`src/rtl/alu_ctrl_stage_if.sv`:
```
// -----------------------------------------------------------------------------
// alu_ctrl_stage_if
//   Bundles the issue-side request signals and the registered ID/EX outputs
//   of alu_ctrl_stage. Clock and reset are kept as plain module ports.
//
//   Signals:
//     valid_i    : instr_i carries a real instruction this cycle
//     instr_i    : 32-bit RV32 instruction word
//     stall_i    : hazard-unit freeze of the EX register
//     flush_i    : squash, next EX contents become a bubble
//     ALUCtrl_o  : registered 3-bit ALU op code
//     ALUSrc_o   : registered, 1 = operand B is the immediate
//     valid_o    : registered, EX holds a real instruction
//     illegal_o  : registered, unsupported encoding captured
//     stall_o    : combinational, upstream must hold instr_i/valid_i
//
//   Modports:
//     master : issue logic / testbench side (drives the *_i signals)
//     slave  : alu_ctrl_stage side (drives the *_o signals)
// -----------------------------------------------------------------------------
interface alu_ctrl_stage_if;
  logic        valid_i;
  logic [31:0] instr_i;
  logic        stall_i;
  logic        flush_i;
  logic [2:0]  ALUCtrl_o;
  logic        ALUSrc_o;
  logic        valid_o;
  logic        illegal_o;
  logic        stall_o;

  modport master (
    output valid_i, instr_i, stall_i, flush_i,
    input  ALUCtrl_o, ALUSrc_o, valid_o, illegal_o, stall_o
  );

  modport slave (
    input  valid_i, instr_i, stall_i, flush_i,
    output ALUCtrl_o, ALUSrc_o, valid_o, illegal_o, stall_o
  );
endinterface

```
`src/rtl/alu_ctrl_stage.sv`:
```
// -----------------------------------------------------------------------------
// alu_ctrl_stage
//   Decodes RV32 opcode/funct3/funct7 into the 3-bit ALU op code and the
//   operand-B source select, and registers both into the ID/EX boundary under
//   valid/stall/flush control. A MUL is held in EX for MUL_LAT cycles, during
//   which stall_o back-pressures the issue logic.
//
//   Parameters:
//     MUL_LAT : cycles a MUL occupies EX, 1..16 (1 = never stalls)
//
//   Ports:
//     clk_i : clock, all state changes on the rising edge
//     rst_i : synchronous reset, active-low
//     bus   : alu_ctrl_stage_if.slave (request inputs, registered outputs)
//
//   Optional feature (macro ALU_CTRL_ILLEGAL_TRAP_EN):
//     defined   : an illegal valid instruction loads as a bubble and pulses
//                 illegal_o for one cycle
//     undefined : an illegal instruction loads as ADD with ALUSrc=0 and
//                 valid_o=1; illegal_o stays 0
// -----------------------------------------------------------------------------
module alu_ctrl_stage #(
  parameter int unsigned MUL_LAT = 3
) (
  input  logic            clk_i,
  input  logic            rst_i,
  alu_ctrl_stage_if.slave bus
);

  typedef enum logic [2:0] {
    OP_ADD = 3'b000,
    OP_SLL = 3'b001,
    OP_SUB = 3'b010,
    OP_MUL = 3'b011,
    OP_XOR = 3'b100,
    OP_SRA = 3'b101,
    OP_AND = 3'b111
  } alu_op_e;

  localparam logic [6:0] OPC_REG    = 7'b0110011;
  localparam logic [6:0] OPC_IMM    = 7'b0010011;
  localparam logic [6:0] OPC_LOAD   = 7'b0000011;
  localparam logic [6:0] OPC_STORE  = 7'b0100011;
  localparam logic [6:0] OPC_BRANCH = 7'b1100011;

  localparam logic [6:0] F7_BASE = 7'b0000000;
  localparam logic [6:0] F7_ALT  = 7'b0100000;
  localparam logic [6:0] F7_MULD = 7'b0000001;

  // Four bits cover the whole legal MUL_LAT range (max preset value 15).
  localparam logic [3:0] CNT_LOAD = 4'(MUL_LAT - 1);

  logic [6:0] opcode;
  logic [2:0] funct3;
  logic [6:0] funct7;

  assign opcode = bus.instr_i[6:0];
  assign funct3 = bus.instr_i[14:12];
  assign funct7 = bus.instr_i[31:25];

  // Register-number and immediate fields play no part in ALU control.
  logic unused_instr_bits;
  assign unused_instr_bits = ^{bus.instr_i[24:15], bus.instr_i[11:7]};

  // ---------------------------------------------------------------------------
  // Combinational decode
  // ---------------------------------------------------------------------------
  alu_op_e dec_op;
  logic    dec_src;
  logic    dec_illegal;

  always_comb begin
    // NOTE: every signal gets a default before the case so no path leaves it
    // unassigned; otherwise synthesis infers a latch to hold the old value.
    dec_op      = OP_ADD;
    dec_src     = 1'b0;
    dec_illegal = 1'b1;

    unique case (opcode)
      OPC_REG: begin
        dec_illegal = 1'b0;
        case ({funct7, funct3})
          {F7_BASE, 3'b000}: dec_op = OP_ADD;
          {F7_ALT,  3'b000}: dec_op = OP_SUB;
          {F7_MULD, 3'b000}: dec_op = OP_MUL;
          {F7_BASE, 3'b111}: dec_op = OP_AND;
          {F7_BASE, 3'b100}: dec_op = OP_XOR;
          {F7_BASE, 3'b001}: dec_op = OP_SLL;
          {F7_ALT,  3'b101}: dec_op = OP_SRA;
          default:           dec_illegal = 1'b1;
        endcase
      end
      OPC_IMM: begin
        dec_src = 1'b1;
        if (funct3 == 3'b000) begin
          dec_op      = OP_ADD;
          dec_illegal = 1'b0;
        end else if (funct3 == 3'b101 && funct7 == F7_ALT) begin
          dec_op      = OP_SRA;
          dec_illegal = 1'b0;
        end
      end
      OPC_LOAD, OPC_STORE: begin
        dec_op      = OP_ADD;
        dec_src     = 1'b1;
        dec_illegal = 1'b0;
      end
      OPC_BRANCH: begin
        dec_op      = OP_SUB;
        dec_illegal = 1'b0;
      end
      default: ;
    endcase

    // An unsupported encoding always presents as ADD with register operand B,
    // which is both the non-trapping load value and the trapping bubble value.
    if (dec_illegal) begin
      dec_op  = OP_ADD;
      dec_src = 1'b0;
    end
  end

  // ---------------------------------------------------------------------------
  // Load-time values of valid_o / illegal_o
  // ---------------------------------------------------------------------------
  logic load_valid;
  logic load_illegal;

`ifdef ALU_CTRL_ILLEGAL_TRAP_EN
  assign load_valid   = bus.valid_i & ~dec_illegal;
  assign load_illegal = bus.valid_i &  dec_illegal;
`else
  logic unused_dec_illegal;
  assign unused_dec_illegal = dec_illegal;
  assign load_valid         = bus.valid_i;
  assign load_illegal       = 1'b0;
`endif

  // ---------------------------------------------------------------------------
  // ID/EX register and MUL occupancy counter
  // ---------------------------------------------------------------------------
  alu_op_e    ctrl_q;
  logic       src_q;
  logic       valid_q;
  logic       illegal_q;
  logic [3:0] cnt_q;
  logic       busy;

  assign busy = (cnt_q != 4'd0);

  // NOTE: state registers use non-blocking assignments so every flop samples
  // pre-edge values, independent of statement order within the block.
  always_ff @(posedge clk_i) begin
    if (!rst_i) begin
      ctrl_q    <= OP_ADD;
      src_q     <= 1'b0;
      valid_q   <= 1'b0;
      illegal_q <= 1'b0;
      cnt_q     <= 4'd0;
    end else if (bus.flush_i) begin
      ctrl_q    <= OP_ADD;
      src_q     <= 1'b0;
      valid_q   <= 1'b0;
      illegal_q <= 1'b0;
      cnt_q     <= 4'd0;
    end else if (bus.stall_i || busy) begin
      // Hold EX contents; the MUL countdown keeps running even under an
      // external stall so a frozen pipe does not extend MUL occupancy.
      illegal_q <= 1'b0;
      if (busy) begin
        cnt_q <= cnt_q - 4'd1;
      end
    end else begin
      ctrl_q    <= dec_op;
      src_q     <= dec_src;
      valid_q   <= load_valid;
      illegal_q <= load_illegal;
      cnt_q     <= (load_valid && dec_op == OP_MUL) ? CNT_LOAD : 4'd0;
    end
  end

  assign bus.ALUCtrl_o = ctrl_q;
  assign bus.ALUSrc_o  = src_q;
  assign bus.valid_o   = valid_q;
  assign bus.illegal_o = illegal_q;
  assign bus.stall_o   = busy;

endmodule

```
`src/flat_wrapper.sv`:
```
// flat-port wrapper written by rule: the top's interface ports become plain ports
module alu_ctrl_stage_flat 
#(
  parameter int unsigned MUL_LAT = 3
)
  (clk_i, rst_i, bus_valid_i, bus_instr_i, bus_stall_i, bus_flush_i, bus_ALUCtrl_o, bus_ALUSrc_o, bus_valid_o, bus_illegal_o, bus_stall_o);
  alu_ctrl_stage_if bus_i ();
  input  logic clk_i;
  input  logic rst_i;
  input wire logic [$bits(bus_i.valid_i)-1:0] bus_valid_i;
  input wire logic [$bits(bus_i.instr_i)-1:0] bus_instr_i;
  input wire logic [$bits(bus_i.stall_i)-1:0] bus_stall_i;
  input wire logic [$bits(bus_i.flush_i)-1:0] bus_flush_i;
  output wire logic [$bits(bus_i.ALUCtrl_o)-1:0] bus_ALUCtrl_o;
  output wire logic [$bits(bus_i.ALUSrc_o)-1:0] bus_ALUSrc_o;
  output wire logic [$bits(bus_i.valid_o)-1:0] bus_valid_o;
  output wire logic [$bits(bus_i.illegal_o)-1:0] bus_illegal_o;
  output wire logic [$bits(bus_i.stall_o)-1:0] bus_stall_o;
  assign bus_i.valid_i = bus_valid_i;
  assign bus_i.instr_i = bus_instr_i;
  assign bus_i.stall_i = bus_stall_i;
  assign bus_i.flush_i = bus_flush_i;
  assign bus_ALUCtrl_o = bus_i.ALUCtrl_o;
  assign bus_ALUSrc_o = bus_i.ALUSrc_o;
  assign bus_valid_o = bus_i.valid_o;
  assign bus_illegal_o = bus_i.illegal_o;
  assign bus_stall_o = bus_i.stall_o;
  alu_ctrl_stage #(.MUL_LAT(MUL_LAT)) u_core (.clk_i(clk_i), .rst_i(rst_i), .bus(bus_i));
endmodule
```
`config.mk`:
```
export PLATFORM = sky130hd
export DESIGN_NAME = alu_ctrl_stage_flat
export DESIGN_NICKNAME = d
export VERILOG_FILES = /design/src/rtl/alu_ctrl_stage_if.sv /design/src/rtl/alu_ctrl_stage.sv /design/src/flat_wrapper.sv
export SDC_FILE = /design/constraint.sdc
export NUM_CORES = 1
export LEC_CHECK = 0
export BUFFER_PORTS_ARGS = -buffer_cell sky130_fd_sc_hd__buf_2
export CORE_AREA = 3 3 44 50
export DETAILED_ROUTE_END_ITERATION = 12
export DIE_AREA = 0 0 47 53
export PLACE_DENSITY = 0.68
export RECOVER_POWER = 50
export SYNTH_ARGS = -nofsm -noshare
export SYNTH_HDL_FRONTEND = slang
export SYNTH_SLANG_ARGS = --single-unit
```
`constraint.sdc`:
```
create_clock -name clk_i -period 1.85 [get_ports clk_i]
set_input_delay 0.37 -clock clk_i [delete_from_list [all_inputs] [get_ports clk_i]]
set_output_delay 0.37 -clock clk_i [all_outputs]
set_load 0.01 [all_outputs]
```
# --- After elaboration in Yosys (flattened, before gate mapping) ---
# Index checks and enable logic that the tools add are counted.
op_classes:
  addsub: 1
  n_eq_ne: 15
  mux: 14
  bitwise_logic: 1
  n_reduce_logical: 10
op_table:
  columns: ["op", "n"]
  rows:
  - ["$eq 7x6->1 const B", 3]
  - ["$eq 10x3->1 const B", 2]
  - ["$eq 10x9->1 const B", 2]
  - ["$pmux 3 s6", 1]
  - ["$eq 10x1->1 const B", 1]
  - ["$eq 10x4->1 const B", 1]
  - ["$logic_not 10->1", 1]
  - ["$mux 3", 3]
  - ["$pmux 3 s3", 1]
  - ["$mux 4", 2]
  - ["$eq 7x2->1 const B", 1]
  - ["$eq 7x5->1 const B", 1]
  - ["$eq 7x7->1 const B", 1]
  - ["$reduce_or 7->1", 1]
  - ["$reduce_or 3->1", 2]
  - ["$mux 1", 5]
  - ["$reduce_bool 4->1", 1]
  - ["$sub 4x1->4 const B", 1]
  - ["$eq 3x2->1 const B", 1]
  - ["$eq 3x3->1 const B", 1]
  - ["$logic_not 3->1", 1]
  - ["$pmux 1 s3", 1]
  - ["$logic_and 1x1->1", 2]
  - ["$mux 2", 1]
  - ["4 further kinds", 4]
totals:
  register_bits: 9
  input_bits: 37
  output_inout_bits: 7

# --- Logic depth before layout (Yosys ltp) ---
# Gate-level depths: netlist of run 1.
logic_depth:
  ltp_word: 10
  ltp_mapped: 8

# --- Worst setup path before layout of run 1 ---
# OpenSTA, ideal clock, no wires.
synth_timing:
  path_type: "register -> register"
  from: "reg u_core.cnt_q[0]"
  to: "reg u_core.cnt_q[1]"
  setup_ps: 131
  t_arrival_ps: 1177
  setup_slack_ps: 541
  stages_incl_launch_ff: 9
  path_buffers: 1
  synth_period_minus_slack_ps: 1309
  path_cell_list: "dfxtp_1 -> inv_1 -> ha_1 -> and2_1 -> buf_4 -> inv_2 -> nor2_2 -> o2111ai_1 -> o22ai_1"
synth_via:
  elab_chain_len: 3
  elab_cells_between_ends: 6
synth_rtl:
  columns: ["element", "line_no", "rtl"]
  rows:
  - ["from (decl)", "alu_ctrl_stage.sv:146", "logic [3:0] cnt_q;"]
  - ["from (signal assigned)", "alu_ctrl_stage.sv:171", "cnt_q <= cnt_q - 4'd1;"]
  - ["from (signal assigned)", "alu_ctrl_stage.sv:178", "cnt_q <= (load_valid && dec_op == OP_MUL) ? CNT_LOAD : 4'd0;"]
  - ["$reduce_bool 4->1 (*)", "alu_ctrl_stage.sv:149", "assign busy = (cnt_q != 4'd0);"]
  - ["net bus_stall_o", "flat_wrapper.sv:18", "output wire logic [$bits(bus_i.stall_o)-1:0] bus_stall_o;"]
  - ["$logic_or 1x1->1", "alu_ctrl_stage.sv:166", "end else if (bus.stall_i || busy) begin"]
  - ["$ne 2x1->1 (no source line) or $mux 4 (tied branches)", null, null]
# The timed path passes the listed nets; every way through them passes the cells marked *. The select of a mux whose other input is x is not followed.
# A chain may end at the register's enable or synchronous reset.

# --- Worst setup path after layout of run 1 ---
layout_timing:
  from: "reg u_core.cnt_q[0]"
  to: "out bus_stall_o"
layout_via:
  elab_chain_len: 1
layout_rtl:
  columns: ["element", "line_no"]
  rows:
  - ["$reduce_bool 4->1", "alu_ctrl_stage.sv:149"]
  - ["to (decl)", "flat_wrapper.sv:18"]
# No other way between the ends.

==> results of run 1 <==
==> per-stage QoR <==
step | area [um2] | hold slack, ns | cells | utilization, %
after global routing | 766 | 0.377 | 122 | 43.5
after floorplan | 607 | 0.457 | 76 | -
after global placement | 746 | 0.444 | 118 | 42.3
final | 766 | 0.376 | 122 | 43.5
after CTS | 772 | 0.368 | 122 | 43.8
after detailed placement | 746 | 0.448 | 118 | 42.3
==> logic make-up after synthesis <==
group	share of synthesized area, %
adders and majority gates	4.12
xor gates and xnor gates	7.22
buffers and inverters	4.95
other	0.618
DFF	29.7
AOI/OAI and AO/OA	13.8
and+or+nand+nor	39.6
==> critical path, cell delays in order, from the launching register on <==
cell     delay (ns)
dfxtp_1        0.35
inv_1          0.08
ha_1           0.19
and2_1         0.22
inv_2          0.11
buf_2          0.13
==> per-layer routing <==
layer	vias to the layer above	part of all wire [%]	track usage [%]	wire length (um)
li1	320	-	-	-
met1	267	43	14.9	542
met2	25	46	18.1	571
met3	4	9.3	2.04	116
met4	0	1.8	9.68	23
met5	-	0	0	0
==> cell usage in the layout, fill, tap and decap left out, types with 3 or more instances in the layout <==
cell,n
nand2_1,10
nor3_1,4
nand4b_1,4
nand3_1,4
dfxtp_1,9
clkbuf_4,3
a21oi_1,7
clkbuf_1,6
buf_2,22
xnor2_1,4
==> registers in the layout, summed over array words and instances (netlist names) <==
register / count
u_core.bus.ALUCtrl_o: 3
u_core.bus.ALUSrc_o: 1
u_core.bus.valid_o: 1
u_core.cnt_q: 4
==> report_power, final <==
part | internal, mW | switching (mW)
Sequential | 0.222 | 0.0196
Clock | 0.0828 | 0.0638
Combinational | 0.146 | 0.221
Total | 0.452 | 0.305
==> layout make-up <==
type | count | share of cell area (%)
Multi-Input combinational cell | 61 | 51.8
Timing Repair Buffer | 27 | 16.8
Sequential cell | 9 | 23.5
Tap cell | 18 | 2.94
Inverter | 3 | 1.47
Clock buffer | 4 | 3.43
==> worst min path at each step <==
stage,end,slack [ns]
3_5_place_dp,u_core.bus.ALUCtrl_o[0],0.45
2_1_floorplan,u_core.cnt_q[0],0.46
4_1_cts,u_core.bus.valid_o,0.37
6_report,u_core.bus.valid_o,0.38
5_1_grt,u_core.bus.valid_o,0.38
3_3_place_gp,u_core.bus.valid_o,0.44
==> results.toml, run 1 <==
[critical_path]
endpoint = "bus_stall_o"
r2r_end = "u_core.bus.ALUCtrl_o[2]"
r2r_cells = 6
critPathLaunchType = "flip-flop"
reg2reg_slack_ns = 0.38
critPathMaxFanout = 7
crit_type = "reg -> out"
worstReg2RegStart = "u_core.cnt_q[0]"
critPathLaunch = "u_core.cnt_q[0]"
required_ns = 1.48
worst_setup_path_end_kind = "primary output"
cp.arrival_ns = 1.32

[timing]
slew_viol_final = 0
clock.fmax_ghz = 0.591
setup_tns_ns = 0
rsz0062_at_grt = "no"
finalCriticalPeriod_ns = 1.69
hold_viol_final = 0
fin_ws_ns = 0.158
finalClockSkew_ns = 0.00398
period_share_pct = 91.5
setup_viol = 0

[global_routing]
antenna_found_initial = 0
grt_pass1_wl_um = 2190
grt_overflow = 0
grt_util_all_layers_pct = 12.2
grt_pass1_vias = 578
grt_max_degree = 11

[yosys]
synth_top_area_share_pct = 29.7
synthFlopType = "dfxtp_1"
yosysUniqueCellTypes = 32
yosys_warnings = 0
ys_ff_latch = 9
netlist_instances = 76
synth_edf_count = 0
syn_area_per_cell_um2 = 7.98
synthTopCellsByCount = "nand2_1, dfxtp_1, a21oi_1"
async_flop_share_pct = 0
synth_nets = 115
synth.most_common_cell = "nand2_1"
netlist_top_cells_area = "dfxtp_1, nand2_1, a21oi_1"
synth_seq_area_share_pct = 29.7
synth_area_leader_cell = "dfxtp_1"
syn_area_um2 = 607

[cts]
clock_latency_ns = 0.25
post_cts_resize_count = 0
cts_made_buffers = 3
cts_max_path_buffers = 2
path_clk_slew_ns = 0.06
numClockSinks = 9
post_cts_buffers = 0
cts_hold_buffers = 0
cts_max_level = 1
cts_root_buf = "clkbuf_4"
cts_tree = "done"

[final_layout]
fill_cells = 185
n_antenna_cell = 0
multiInputGateArea_um2 = 397
final_nets = 144
area_growth_pct = 26.2
ff_latch_area_um2 = 180
drive_gt1_share_pct = 29.8

[route]
drc_errors = 0
drtIter0Drc = 3
drt_wl_total_um = 1250
vias_per_cell = 5.05
ant_nets = 0
drt-pass1-iter-count = 4
wl_per_cell_um = 10.3
routed-via-count = 616

[min_path]
worstHoldStart = "bus_valid_i"
min_path_type = "in -> reg"
hold_path_depth = 3

[power_and_ir_drop]
power_mw = 0.756
power.leakage_nw = 0.289
powerDensity_nw_per_um2 = 988
ir_drop_uv = 366

[placement]
hpwl_um = 1060
port_buffers = 27
place_ws_ns = 0.352
place_congestion = 0.788

[floorplan]
coreArea_um2 = 1760
start_util_pct = 34.4
die_w_um = 47
design.die.area_um2 = 2490
io_pins = 44
rows = 16
die_h_um = 53

[run_status]
status = "complete, no violations"

[run]
maxCapViolations = 0
(Power assumes the default switching activity.)
==> run 2: changes to the inputs <==
==> constraint.sdc (replaced) <==
create_clock -name clk_i -period 1.85 [get_ports clk_i]
set_input_delay 0.2775 -clock clk_i [delete_from_list [all_inputs] [get_ports clk_i]]
set_output_delay 0.2775 -clock clk_i [all_outputs]
set_load 0.005 [all_outputs]
==> run 2 against run 1 <==
Compared with the run above: sequential share of layout area decreased by 0.19 points; via count increased by 0.16%; worst hold slack got worse by 0.093 ns; total power decreased by 1.4%; clock power about the same; sequential cell count unchanged; maximum frequency increased by 6.6%; largest cell class unchanged; highest routed layer unchanged.
==> results.toml, run 2 (synthesized netlist as in run 1, its figures left out) <==
[run_status]
status = "complete, no violations"

[timing]
finalCriticalPeriod_ns = 1.59
slew_viol_final = 0
finalClockSkew_ns = 0.00431
fin_ws_ns = 0.263
period_share_pct = 85.8
setup_tns_ns = 0
rsz0062_at_grt = "no"
clock.fmax_ghz = 0.630
hold_viol_final = 0
setup_viol = 0

[critical_path]
required_ns = 1.57
critPathLaunchType = "flip-flop"
worst_setup_path_end_kind = "primary output"
critPathMaxFanout = 7
cp.arrival_ns = 1.31
crit_type = "reg -> out"

[final_layout]
n_antenna_cell = 0
final_nets = 144
regMostFlops = "u_core.cnt_q"
layout_commonest_cell = "buf_2"
mostFrequentLayoutCells = "buf_2, nand2_1, dfxtp_1"
largest_reg_flops = 4
drive_gt1_share_pct = 34.6
area_growth_pct = 27.2

[floorplan]
die_w_um = 47
io_pins = 44
design.die.area_um2 = 2490
start_util_pct = 34.4
die_h_um = 53
rows = 16
coreArea_um2 = 1760

[route]
route.met2.wl_um = 574
vias_per_cell = 5.06
drt-met1-wl_um = 540
topRoutingLayerUsed = "met4"
drc_errors = 0
drt_wl_total_um = 1250
wl_per_cell_um = 10.3
routed-via-count = 617
drtIter0Drc = 3
drt-pass1-iter-count = 4
ant_nets = 0
wl_met3_um = 112

[cts]
path_clk_slew_ns = 0.06
cts_hold_buffers = 0
post_cts_resize_count = 0
clock_latency_ns = 0.25
cts_tree = "done"
cts_max_path_buffers = 2
numClockSinks = 9
cts_max_level = 1
cts_root_buf = "clkbuf_4"
cts_made_buffers = 3
post_cts_buffers = 0

[global_routing]
grt_max_degree = 11
antenna_found_initial = 0
grt_pass1_wl_um = 2190
grt_overflow = 0
grt_pass1_vias = 578
grt_util_all_layers_pct = 12.2

[power_and_ir_drop]
powerDensity_nw_per_um2 = 966
internal_power_mw = 0.452
power_frac_comb_pct = 47.9
clock_power_share_pct = 19.6
switching_share_pct = 39.4
ir_drop_uv = 343
power.leakage_nw = 0.311
pwr-share-seq_pct = 32.4
p_switching_mw = 0.294

[placement]
place_ws_ns = 0.412
hpwl_um = 1060
place_congestion = 0.788
port_buffers = 27

[min_path]
min_path_type = "in -> reg"

[run]
maxCapViolations = 0
==> run 2: routing by layer <==
| metal | track usage (%) | vias up |
|---|---|---|
| met1 | 14.9 | 269 |
| met5 | 0 | - |
| met4 | 9.68 | 0 |
| li1 | - | 321 |
| met3 | 2.04 | 4 |
| met2 | 18.1 | 23 |
==> run 2: per-stage QoR <==
| step | utilization, % | total power, mW | cells | cell area (um2) | hold WS (ns) |
|---|---|---|---|---|---|
| 6_report | 43.8 | 0.746 | 122 | 772 | 0.283 |
| 3_5_place_dp | 42.3 | 0.601 | 118 | 746 | 0.448 |
| 4_1_cts | 43.8 | 0.753 | 122 | 772 | 0.275 |
| 5_1_grt | 43.8 | 0.817 | 122 | 772 | 0.284 |
| 2_1_floorplan | - | 0.535 | 76 | 607 | 0.413 |
| 3_3_place_gp | 42.3 | 0.593 | 118 | 746 | 0.444 |
==> run 2: power groups by stage <==
stage               Combinational [mW]  Clock [mW]  Sequential, mW
floorplan                        0.292           0           0.243
global placement                 0.347           0           0.246
detailed placement               0.355           0           0.247
CTS                              0.357       0.153           0.242
global route                     0.408       0.165           0.245
finish                           0.357       0.146           0.242
==> run 2: final timing paths <==
check                     startpoint                 endpoint  slack, ns  depth (start not counted)
max reg2reg          u_core.cnt_q[0]  u_core.bus.ALUCtrl_o[2]       0.38                          6
max                  u_core.cnt_q[0]              bus_stall_o       0.26                          5
min reg2reg  u_core.bus.ALUCtrl_o[0]  u_core.bus.ALUCtrl_o[0]       0.45                          2
min                      bus_valid_i       u_core.bus.valid_o       0.28                          3
==> run 2: critical path, cell delays in order, from the launching register on <==
cell and delay (ns):
dfxtp_1 0.32, inv_1 0.10, ha_1 0.14, and2_1 0.27
inv_2 0.09, buf_2 0.14
==> run 2: layout make-up <==
class / instances / area, um2
fill: 184 / 990
sequential: 9 / 180
inverter: 3 / 11.3
tap: 18 / 22.5
clock buffer: 4 / 26.3
timing repair buffer: 27 / 135
multi-input combinational: 61 / 397
